===== config.mk =====
export PLATFORM = sky130hd
export DESIGN_NAME = ps2_tone_map
export DESIGN_NICKNAME = d
export VERILOG_FILES = /design/src/rtl/ps2_tone_map.sv
export SDC_FILE = /design/constraint.sdc
export NUM_CORES = 1
export LEC_CHECK = 0
export ABC_AREA = 1
export ABC_CLOCK_PERIOD_IN_PS = 1600
export BUFFER_PORTS_ARGS = -buffer_cell sky130_fd_sc_hd__buf_2
export CAP_MARGIN = 20
export CORE_MARGIN = 2
export CORE_UTILIZATION = 49
export DETAILED_ROUTE_END_ITERATION = 10
export MAX_ROUTING_LAYER = met4
export PLACE_DENSITY = 0.81
export SYNTH_ARGS = -nofsm -noshare
export SYNTH_HDL_FRONTEND = slang
export SYNTH_SLANG_ARGS = --single-unit

===== constraint.sdc =====
create_clock -name sys_clk -period 1.6 [get_ports sys_clk]
set_clock_uncertainty 0.15 [all_clocks]
set_input_delay 0.32 -clock sys_clk [delete_from_list [all_inputs] [get_ports sys_clk]]
set_output_delay 0.32 -clock sys_clk [all_outputs]
set_load 0.03 [all_outputs]

===== src/rtl/ps2_tone_map.sv =====
// ps2_tone_map: turns a decoded PS/2 set-2 scan-code byte stream into a beeper tone
//   (half-period count + one-cycle new-note strobe + currently held make code).
// Latency: one cycle from the sampled make byte to key_flag/cnt_freq/key_code.
// Backpressure: none; every ps2_byte_valid cycle is consumed as exactly one byte.
// Ports: sys_clk, sys_rst_n (async active-low), ps2_byte[7:0], ps2_byte_valid,
//   cnt_freq[31:0], key_flag, key_code[7:0].
// Optional build macro UPPER_OCTAVE_EN: also map the Q..U row one octave up.
module ps2_tone_map #(
  parameter int CLK_FREQ       = 50_000_000,
  parameter int PREFIX_TIMEOUT = 50_000
) (
  input  logic        sys_clk,
  input  logic        sys_rst_n,
  input  logic [7:0]  ps2_byte,
  input  logic        ps2_byte_valid,
  output logic [31:0] cnt_freq,
  output logic        key_flag,
  output logic [7:0]  key_code
);

  localparam int TW = (PREFIX_TIMEOUT > 1) ? $clog2(PREFIX_TIMEOUT) : 1;
  localparam logic [TW-1:0] TO_LAST = TW'(PREFIX_TIMEOUT - 1);

  // Half-period counts, floor(CLK_FREQ / (2*f)), fixed at elaboration.
  localparam logic [31:0] CNT_C = 32'(CLK_FREQ / (2 * 262));
  localparam logic [31:0] CNT_D = 32'(CLK_FREQ / (2 * 294));
  localparam logic [31:0] CNT_E = 32'(CLK_FREQ / (2 * 330));
  localparam logic [31:0] CNT_F = 32'(CLK_FREQ / (2 * 349));
  localparam logic [31:0] CNT_G = 32'(CLK_FREQ / (2 * 392));
  localparam logic [31:0] CNT_A = 32'(CLK_FREQ / (2 * 440));
  localparam logic [31:0] CNT_B = 32'(CLK_FREQ / (2 * 494));

  localparam logic [7:0] BYTE_BRK = 8'hF0;
  localparam logic [7:0] BYTE_EXT = 8'hE0;

  typedef enum logic [1:0] {IDLE, BRK, EXT, EXT_BRK} state_t;

  state_t        state, state_nxt;
  logic [TW-1:0] to_cnt, to_cnt_nxt;
  logic          map_hit;
  logic [31:0]   map_cnt;
  logic [31:0]   cnt_freq_nxt;
  logic [7:0]    key_code_nxt;
  logic          key_flag_nxt;

  // Make-code lookup; the upper row is the lower-octave count halved.
  always_comb begin
    map_hit = 1'b1;
    map_cnt = '0;
    case (ps2_byte)
      8'h1C: map_cnt = CNT_C;
      8'h1B: map_cnt = CNT_D;
      8'h23: map_cnt = CNT_E;
      8'h2B: map_cnt = CNT_F;
      8'h34: map_cnt = CNT_G;
      8'h33: map_cnt = CNT_A;
      8'h3B: map_cnt = CNT_B;
`ifdef UPPER_OCTAVE_EN
      8'h15: map_cnt = CNT_C >> 1;
      8'h1D: map_cnt = CNT_D >> 1;
      8'h24: map_cnt = CNT_E >> 1;
      8'h2D: map_cnt = CNT_F >> 1;
      8'h2C: map_cnt = CNT_G >> 1;
      8'h35: map_cnt = CNT_A >> 1;
      8'h3C: map_cnt = CNT_B >> 1;
`else
`endif
      default: map_hit = 1'b0;
    endcase
  end

  // State register, timeout counter and registered outputs.
  always_ff @(posedge sys_clk or negedge sys_rst_n) begin
    if (!sys_rst_n) begin
      state    <= IDLE;
      to_cnt   <= '0;
      cnt_freq <= '0;
      key_flag <= 1'b0;
      key_code <= 8'h00;
    end else begin
      state    <= state_nxt;
      to_cnt   <= to_cnt_nxt;
      cnt_freq <= cnt_freq_nxt;
      key_flag <= key_flag_nxt;
      key_code <= key_code_nxt;
    end
  end

  // Next-state: prefix tracking plus prefix abandonment on timeout.
  always_comb begin
    state_nxt = state;
    if (ps2_byte_valid) begin
      case (state)
        IDLE: begin
          if (ps2_byte == BYTE_BRK)      state_nxt = BRK;
          else if (ps2_byte == BYTE_EXT) state_nxt = EXT;
        end
        EXT: begin
          if (ps2_byte == BYTE_BRK)      state_nxt = EXT_BRK;
          else if (ps2_byte != BYTE_EXT) state_nxt = IDLE;
        end
        default: state_nxt = IDLE;  // BRK / EXT_BRK consume one byte
      endcase
    end else if (state != IDLE && to_cnt == TO_LAST) begin
      // A byte in the expiry cycle takes the branch above, so it still
      // sees the prefix.
      state_nxt = IDLE;
    end
    // Counter only runs while a prefix waits without a byte; it never passes
    // TO_LAST because reaching it forces IDLE on the next idle cycle.
    if (ps2_byte_valid || state_nxt == IDLE) to_cnt_nxt = '0;
    else                                     to_cnt_nxt = to_cnt + TW'(1);
  end

  // Output: make/repeat/break handling on the registered outputs.
  always_comb begin
    cnt_freq_nxt = cnt_freq;
    key_code_nxt = key_code;
    key_flag_nxt = 1'b0;
    if (ps2_byte_valid) begin
      case (state)
        IDLE: begin
          // Repeat of the held key (typematic) must not retrigger the note.
          if (map_hit && ps2_byte != key_code) begin
            cnt_freq_nxt = map_cnt;
            key_code_nxt = ps2_byte;
            key_flag_nxt = 1'b1;
          end
        end
        BRK: begin
          // Releasing a key that was already superseded leaves the new one held.
          if (ps2_byte == key_code) key_code_nxt = 8'h00;
        end
        default: ;
      endcase
    end
  end

endmodule


==> results by stage, run 1 <==
Worst setup path:
- The maximum fanout encountered on the critical timing path is 16.
- The critical path class is reg -> reg.
- The endpoint arrival time on the critical path is 1.67 ns.
- The worst flop-to-flop path endpoint is to_cnt[8].
- The element type at the critical path end is a flip-flop.
- The required time of the critical path is 1.63 ns.
- Setup slack on the worst reg-to-reg path comes out at -0.04 ns.
- The critical path starts at to_cnt[0].
- The worst register-to-register path has a depth of 9.
- The launching element type of the critical path is a flip-flop.
- The beginning of the worst register-to-register path is to_cnt[0].
- The capture point of the worst path is to_cnt[8].

Status:
- The flow ran to the end, but the final reports show violations.
- The checks that failed: negative setup slack.

Layout:
- Counting the fill cells in the layout gives roughly 400.
- The library cell used most frequently in the layout, excluding fill and tap cells, is sky130_fd_sc_hd__nand2_1.
- The library cells used most frequently in the layout, excluding fill and tap cells, are sky130_fd_sc_hd__nand2_1, sky130_fd_sc_hd__buf_4, sky130_fd_sc_hd__buf_2.
- After routing the design area is 3330 sq um.
- The number of inserted diodes is 0.
- The share of post-route cells with drive strength above 1 is 0.443.
- For this run, the post-layout net count is 406.
- The area growth from synthesis to layout is 33.7%.

Logic synthesis:
- In this run the cell area of the synthesized design comes to around 2500 sq um.
- The portion of synthesized cell area occupied by the leading cell type is 0.423.
- Measured against the total synthesized area, the mux share comes to 0.
- During synthesis, Yosys emitted a total of 0 warnings.
- Ranked by total cell area, the synthesized netlist is headed by sky130_fd_sc_hd__dfrtp_1, sky130_fd_sc_hd__nand2_1, sky130_fd_sc_hd__nand2_2.
- The share of the Yosys chip area taken by registers is 0.423.
- The biggest area consumer among synthesized cells is sky130_fd_sc_hd__dfrtp_1.
- The fraction of the mapped netlist area in adder cells is 0.00503.
- The parity-gate share of the synthesized area counting xor and xnor cells is 0.0739.
- Of the total synthesized cell area, the portion taken by AND, OR, NAND and NOR gates is 0.360.
- The synthesis-stage register bit count is 42.
- The area fraction in compound gates after synthesis came to 0.0231.
- After synthesis, the largest family of logic cells by area is simple AND/OR/NAND/NOR gates.
- Synthesis produced 308 cells.
- A synthesized cell averages slightly above 8 sq um.
- The synthesized netlist contains 33 unique library cells.

Pwr:
- In this run the static leakage power is approximately 0.0017 uW.
- The maximum vdd ir drop is 0.442 mV.
- The power per cell area is between 700 and 800 nW/um^2.
- The sum of internal, switching and leakage power is 2510 uW.

Timing:
- In this run the tightest slew margin relative to its limit is 0.637.
- The worst hold slack across all endpoints is roughly 0.20 ns.
- In the finished design, the share of the clock period the worst path needs comes to 1.03.
- The count of final max-slew check failures is 0.
- In the final timing run, aggregate negative setup slack is -0.486 ns.
- For the pin with the worst max-slew slack, the measured transition is about 0.54 ns.
- Setup repair after global routing could not meet its margin everywhere.
- The minimum period implied by the final worst setup slack is roughly 1.6 ns.
- The fmax is roughly 600 MHz.
- The final setup slack of the worst path is -0.0417 ns.
- The number of hold violations in the final report is 0.
- Setup violations remaining at the end of the flow were counted as 20.

Place:
- Buffers placed on the I/O ports in this run total 36.
- The placed instances occupy a cell area of 3070 sq um.
- Routability-driven placement finished with a final weighted congestion of roughly 0.9.
- Summed over all nets, the half-perimeter wirelength after detailed placement is roughly 4200 microns.

Floorplan:
- The effective utilization at floorplan is 0.516.
- The vertical die dimension is roughly 75 microns.
- The number of rows created at floorplan is 25.
- The core region is slightly below 5000 sq um.
- The floorplan step defined a die boundary enclosing ~5700 sq um.
- The horizontal extent of the die is 75.3 microns.
- The number of primary I/O pins is between 50 and 60.

Clock network:
- The latest clock arrival within the worst-skew pair is 0.30 ns.
- The TritonCTS clock tree is yes.
- The root buffer cell chosen for the clock tree is sky130_fd_sc_hd__clkbuf_8.
- Counting the buffers created by CTS gives 5.
- The clock passes through at most 2 buffers.
- Clock-pin slew was measured on the worst setup and hold paths at ~0.07 ns.
- The H-tree was split into 2 levels.
- The clock net sink count is 42.

Route:
- Using the TritonRoute via totals, the vias-per-cell ratio works out to ~4.7.
- The routed length per instance is approximately 12 microns.
- The first TritonRoute pass finished after 4 iterations.
- The total vias in the final route is ~2,200.
- The number of routed nets with antenna violations is 0.
- After detailed routing, the number of remaining DRC violations is 0.
- For this block, the initial DRC count from the detailed router was 84.
- The total length of routed wires is between 5000 and 6000 microns.

Global route:
- The largest net degree at the start of global routing is 24.
- The leftover overflow at the end of global routing is 0.
- The overall routing resource usage is 0.223.
- The initial antenna violation count was 0.
- The first global-routing pass estimated about 9000 microns of wire.
- The via count of the first global-routing pass is 2,129.

Hold path:
- The path class of the tightest hold or removal check is in -> reg.

Run:
- The max capacitance violation total is 0.
-- power breakdown --
group          leakage, uW  total (uW)  switching [uW]  internal [uW]
Clock            0.0000482         695             347            348
Combinational      0.00112         629             400            229
Sequential        0.000566        1180            51.7           1130
Total              0.00173        2510             799           1710
-- repair_timing --
item,CTS,global route
hold buffers,1,0
pin swaps,3,5
endpoints found under the setup margin,24,40
buffers inserted,1,1
gates resized for setup,13,23
endpoints found under the hold margin,21,0
-- synth_stat cells, drive strengths merged --
cell type	instances
a21boi	2
a21oi	3
and2	1
buf	21
conb	1
dfrtp	42
ha	1
inv	29
nand2	95
nand3	32
nand3b	2
nand4	3
nor2	45
nor3	5
nor4	1
o21ai	2
o21bai	1
o22ai	1
xnor2	11
xor2	10
-- cells by family after synthesis --
logic type               Yosys count
other                              1
XOR/XNOR                          21
buffers and inverters             50
AND/OR/NAND/NOR                  184
adder cells (fa/ha/maj)            1
flip-flops                        42
AO/OA/AOI/OAI                      9
-- state kept, by name, indices dropped and copies added, names as in the netlist --
signal / flops
to_cnt: 16
cnt_freq: 15
state: 2
key_flag: 1
key_code: 8
-- cell type report --
| cell class | instances | area [sq um] | share of cell area |
|---|---|---|---|
| well taps | 67 | 83.8 | 0.0252 |
| clock buffers | 7 | 86.3 | 0.0260 |
| inverters | 29 | 116 | 0.0350 |
| multi-input cells | 230 | 1370 | 0.413 |
| clock inverters | 1 | 5.00 | 0.00150 |
| repair buffers | 86 | 599 | 0.180 |
| flip-flops and latches | 42 | 1060 | 0.319 |
-- routing by layer --
| layer | wire, microns | vias up | track usage |
|---|---|---|---|
| li1 | - | 1091 | - |
| met1 | 2230 | 1020 | 0.243 |
| met2 | 3000 | 59 | 0.410 |
| met3 | 253 | 10 | 0.0522 |
| met4 | 76 | 0 | 0.0526 |
| met5 | 0 | - | - |
-- worst min-delay path by stage --
stage,startpoint,end,cells after the start
after floorplan,sys_rst_n,cnt_freq[0],0
after global placement,sys_rst_n,cnt_freq[14],1
after detailed placement,sys_rst_n,cnt_freq[14],1
after CTS,ps2_byte_valid,state[1],3
after global routing,ps2_byte_valid,state[1],3
final,ps2_byte_valid,state[1],3
-- critical path, cell delays in order, from the launching register on --
cell and delay [ns]:
sky130_fd_sc_hd__dfrtp_1 0.36, sky130_fd_sc_hd__ha_2 0.21, sky130_fd_sc_hd__nand3_4 0.10, sky130_fd_sc_hd__nor2_4 0.10, sky130_fd_sc_hd__nand3_2 0.08, sky130_fd_sc_hd__nand2_2 0.10
sky130_fd_sc_hd__nand2_4 0.06, sky130_fd_sc_hd__o21ai_4 0.16, sky130_fd_sc_hd__buf_12 0.15, sky130_fd_sc_hd__nor2_1 0.05
-- through the flow --
stage / std cells / setup WS [ns] / utilization
after global placement: 451 / -0.141 / 0.636
final: 462 / -0.0417 / 0.690
after detailed placement: 451 / -0.191 / 0.636
after floorplan: 322 / -0.0110 / -
after CTS: 461 / -0.0614 / 0.670
after global routing: 462 / -0.145 / 0.690
Power figures use the tool's default switching activity.
==> run 2, diff against run 1 <==
- CORE_ASPECT_RATIO: not set -> 0.5
==> results by stage, run 2 (synthesis gave the netlist of run 1 again) <==
Worst setup path:
- The element type at the critical path end is a flip-flop.
- The worst stage delay on the critical path came to 0.41 ns (+0.05 ns).
- The endpoint arrival time on the critical path came to 1.73 ns (+0.06 ns).
- The cell that appears most often on the critical path is sky130_fd_sc_hd__nor2_1.
- The slowest stage of the critical path belongs to the cell sky130_fd_sc_hd__dfrtp_1.
- The critical path class is reg -> reg.
- The maximum fanout encountered on the critical timing path is 16 (unchanged).
- The required time of the critical path came to 1.64 ns (about the same).
- The worst setup path is launched from a flip-flop.
- The signal on the critical path passes through ha_4, nand3_2, nor2_1, nand3_1, nand2_1, nand2_2, o21ai_4, buf_12, nor2_1.

Route:
- The met3 wirelength from detailed routing was 386 microns (+53%).
- The number of routed nets with antenna violations is 0 (unchanged).
- The top layer used by detailed routing is met4.
- The vias per cell is 4.90 (+3.8%).
- The count of routing violations after the opening detailed-route iteration came to 97 (+15%).
- The total length of routed wires is 6050 microns (+8.7%).
- The first-pass detailed-route iteration total was 5 (+1).
- The total DRC errors in the routed layout is 0 (unchanged).
- The routed metal-1 wirelength is 2510 microns (+13%).
- The wire length on met2 is 2990 microns (-0.33%).
- The total vias in the final route was 2,253 (+3.3%).
- The routed length per instance is 13.1 microns (+9.2%).

Global route:
- The largest net degree at the start of global routing is 19 (-21%).
- The overall routing resource usage came to 0.208 (-0.0148).
- The leftover overflow at the end of global routing is 0 (unchanged).
- The global-route wire length before repair is 8690 microns (-5.9%).
- The via count of the first global-routing pass was 2,035 (-4.4%).
- The initial antenna violation count is 0 (unchanged).

Pwr:
- The leakage power is 0.00173 uW (-0.41%).
- The sum of internal, switching and leakage power is 2650 uW (+5.7%).
- The power per cell area is 800 nW/um^2 (+6.2%).
- The maximum vdd ir drop was 0.537 mV (+21%).

Layout:
- Leaving out fill and tap cells, the most frequent cells in the layout are sky130_fd_sc_hd__nand2_1, sky130_fd_sc_hd__buf_4, sky130_fd_sc_hd__nand2_2, sky130_fd_sc_hd__buf_2.
- The register with the most flip-flops in the final layout is to_cnt.
- In the final layout, the registers with the most flip-flops are to_cnt (16), cnt_freq (15), key_code (8).
- The post-route cell area is 3310 sq um (-0.45%).
- The layout net count is 401 (-1.2%).
- The share of post-route cells with drive strength above 1 is 0.438 (-0.00458).
- Compared with the post-synthesis result, the final layout area differs by 33.1%.
- The flip-flop count of the largest register after layout was 16 (unchanged).
- The number of inserted diodes was 0 (unchanged).
- The library cell used most frequently in the layout, excluding fill and tap cells, is sky130_fd_sc_hd__nand2_1.

Hold path:
- The class of the tightest hold or removal check is in -> reg.

Status:
- The checks that failed: negative setup slack.
- The run finished, with violations left.

Clock network:
- The depth of the CTS H-tree is 2 (unchanged).
- The tree is rooted in a sky130_fd_sc_hd__clkbuf_8.
- The clock net sink count is 42 (unchanged).
- The TritonCTS clock tree is yes.
- The clock buffer count from CTS came to 5 (unchanged).
- The deepest clock path buffer count was 2 (unchanged).
- The register clock-pin slew on the reported worst setup and hold paths is 0.07 ns (about the same).
- The latest clock arrival within the worst-skew pair is 0.31 ns (about the same).

Timing:
- Setup repair after global routing could not meet its margin everywhere.
- The minimum period implied by the final worst setup slack is 1.69 ns (+0.0521 ns).
- The total setup violations reported at the end of the flow is 23 (+15%).
- The count of final max-slew check failures is 0 (unchanged).
- The final clock period utilization by the worst path is 1.06 (+0.0326).
- The worst hold slack across all endpoints is 0.188 ns (-0.0133 ns).
- The number of hold violations in the final report is 0 (unchanged).
- The fmax was 590 MHz (-3.1%).
- The final setup slack of the worst path is -0.0939 ns (-0.0521 ns).

Floorplan:
- The number of primary I/O pins is 52 (unchanged).
- The area of the die is 5700 sq um (+0.61%).
- The horizontal extent of the die is 105 microns (+39%).
- The vertical die dimension was 54.4 microns (-28%).
- The number of rows created at floorplan came to 18 (-28%).
- The effective utilization at floorplan is 0.507 (-0.00974).
- The area inside the core boundary is 4910 sq um (+1.9%).

Place:
- The number of port buffers was 36 (unchanged).
- The detailed placer's ending HPWL is 4240 microns (+1.5%).
- The placed standard-cell area is 3020 sq um (-1.6%).
- The routability congestion estimate came to 0.938 (+4.1%).

Run:
- The max capacitance violation total was 0 (unchanged).
==> run 2: power by group <==
group          internal (uW)  switching [uW]
clock network            459             377
registers               1130            56.2
logic                    223             405
==> run 2: per-layer routing <==
layer | vias up | global-route usage
met5 | - | -
met4 | 0 | 0.0889
met3 | 23 | 0.0512
met2 | 82 | 0.384
met1 | 1056 | 0.226
li1 | 1092 | -
==> run 2: final timing paths <==
| path | cells after the start | start | endpoint | slack, ns |
|---|---|---|---|---|
| worst min register to register | 2 | cnt_freq[16] | cnt_freq[16] | 0.33 |
| min in group asynchronous | 2 | sys_rst_n | key_code[2] | 0.33 |
| worst max register to register | 9 | to_cnt[0] | to_cnt[15] | -0.09 |
| worst min-delay path | 3 | ps2_byte_valid | state[1] | 0.19 |
| max in group asynchronous | 3 | sys_rst_n | state[0] | 0.39 |
| worst max-delay path | 9 | to_cnt[0] | to_cnt[15] | -0.09 |
==> run 2: critical path: cells and delay by family, from the launching register on <==
family / cells / cell delay (ns)
AND/OR/NAND/NOR: 6 / 0.53
flip-flops: 1 / 0.41
AO/OA/AOI/OAI: 1 / 0.17
adder cells (fa/ha/maj): 1 / 0.16
buffers and inverters: 1 / 0.16
==> run 2: layout make-up <==
| type | instances | area [sq um] |
|---|---|---|
| Clock buffer | 5 | 68.8 |
| Tap cell | 70 | 87.6 |
| Timing Repair inverter | 1 | 6.26 |
| Sequential cell | 42 | 1060 |
| Clock inverter | 3 | 40.0 |
| Fill cell | 367 | 1600 |
| Timing Repair Buffer | 79 | 551 |
| Inverter | 29 | 116 |
| Multi-Input combinational cell | 231 | 1380 |
==> run 2: repair_timing <==
item / CTS / global route
resized for setup: 10 / 25
hold endpoints to repair: 16 / 0
hold buffers: 1 / 0
endpoints found under the setup margin: 27 / 39
pin swaps: 6 / 15
gates cloned: 0 / 2
setup buffers: 1 / 1
==> run 2: per-stage QoR <==
stage | utilization | setup WS [ns] | setup TNS [ns] | std cells
global placement | 0.614 | -0.141 | -3.65 | 447
CTS | 0.648 | -0.119 | -1.77 | 457
floorplan | - | -0.0110 | -0.103 | 322
global route | 0.674 | -0.204 | -4.90 | 460
finish | 0.674 | -0.0939 | -1.40 | 460
detailed placement | 0.614 | -0.254 | -6.23 | 447
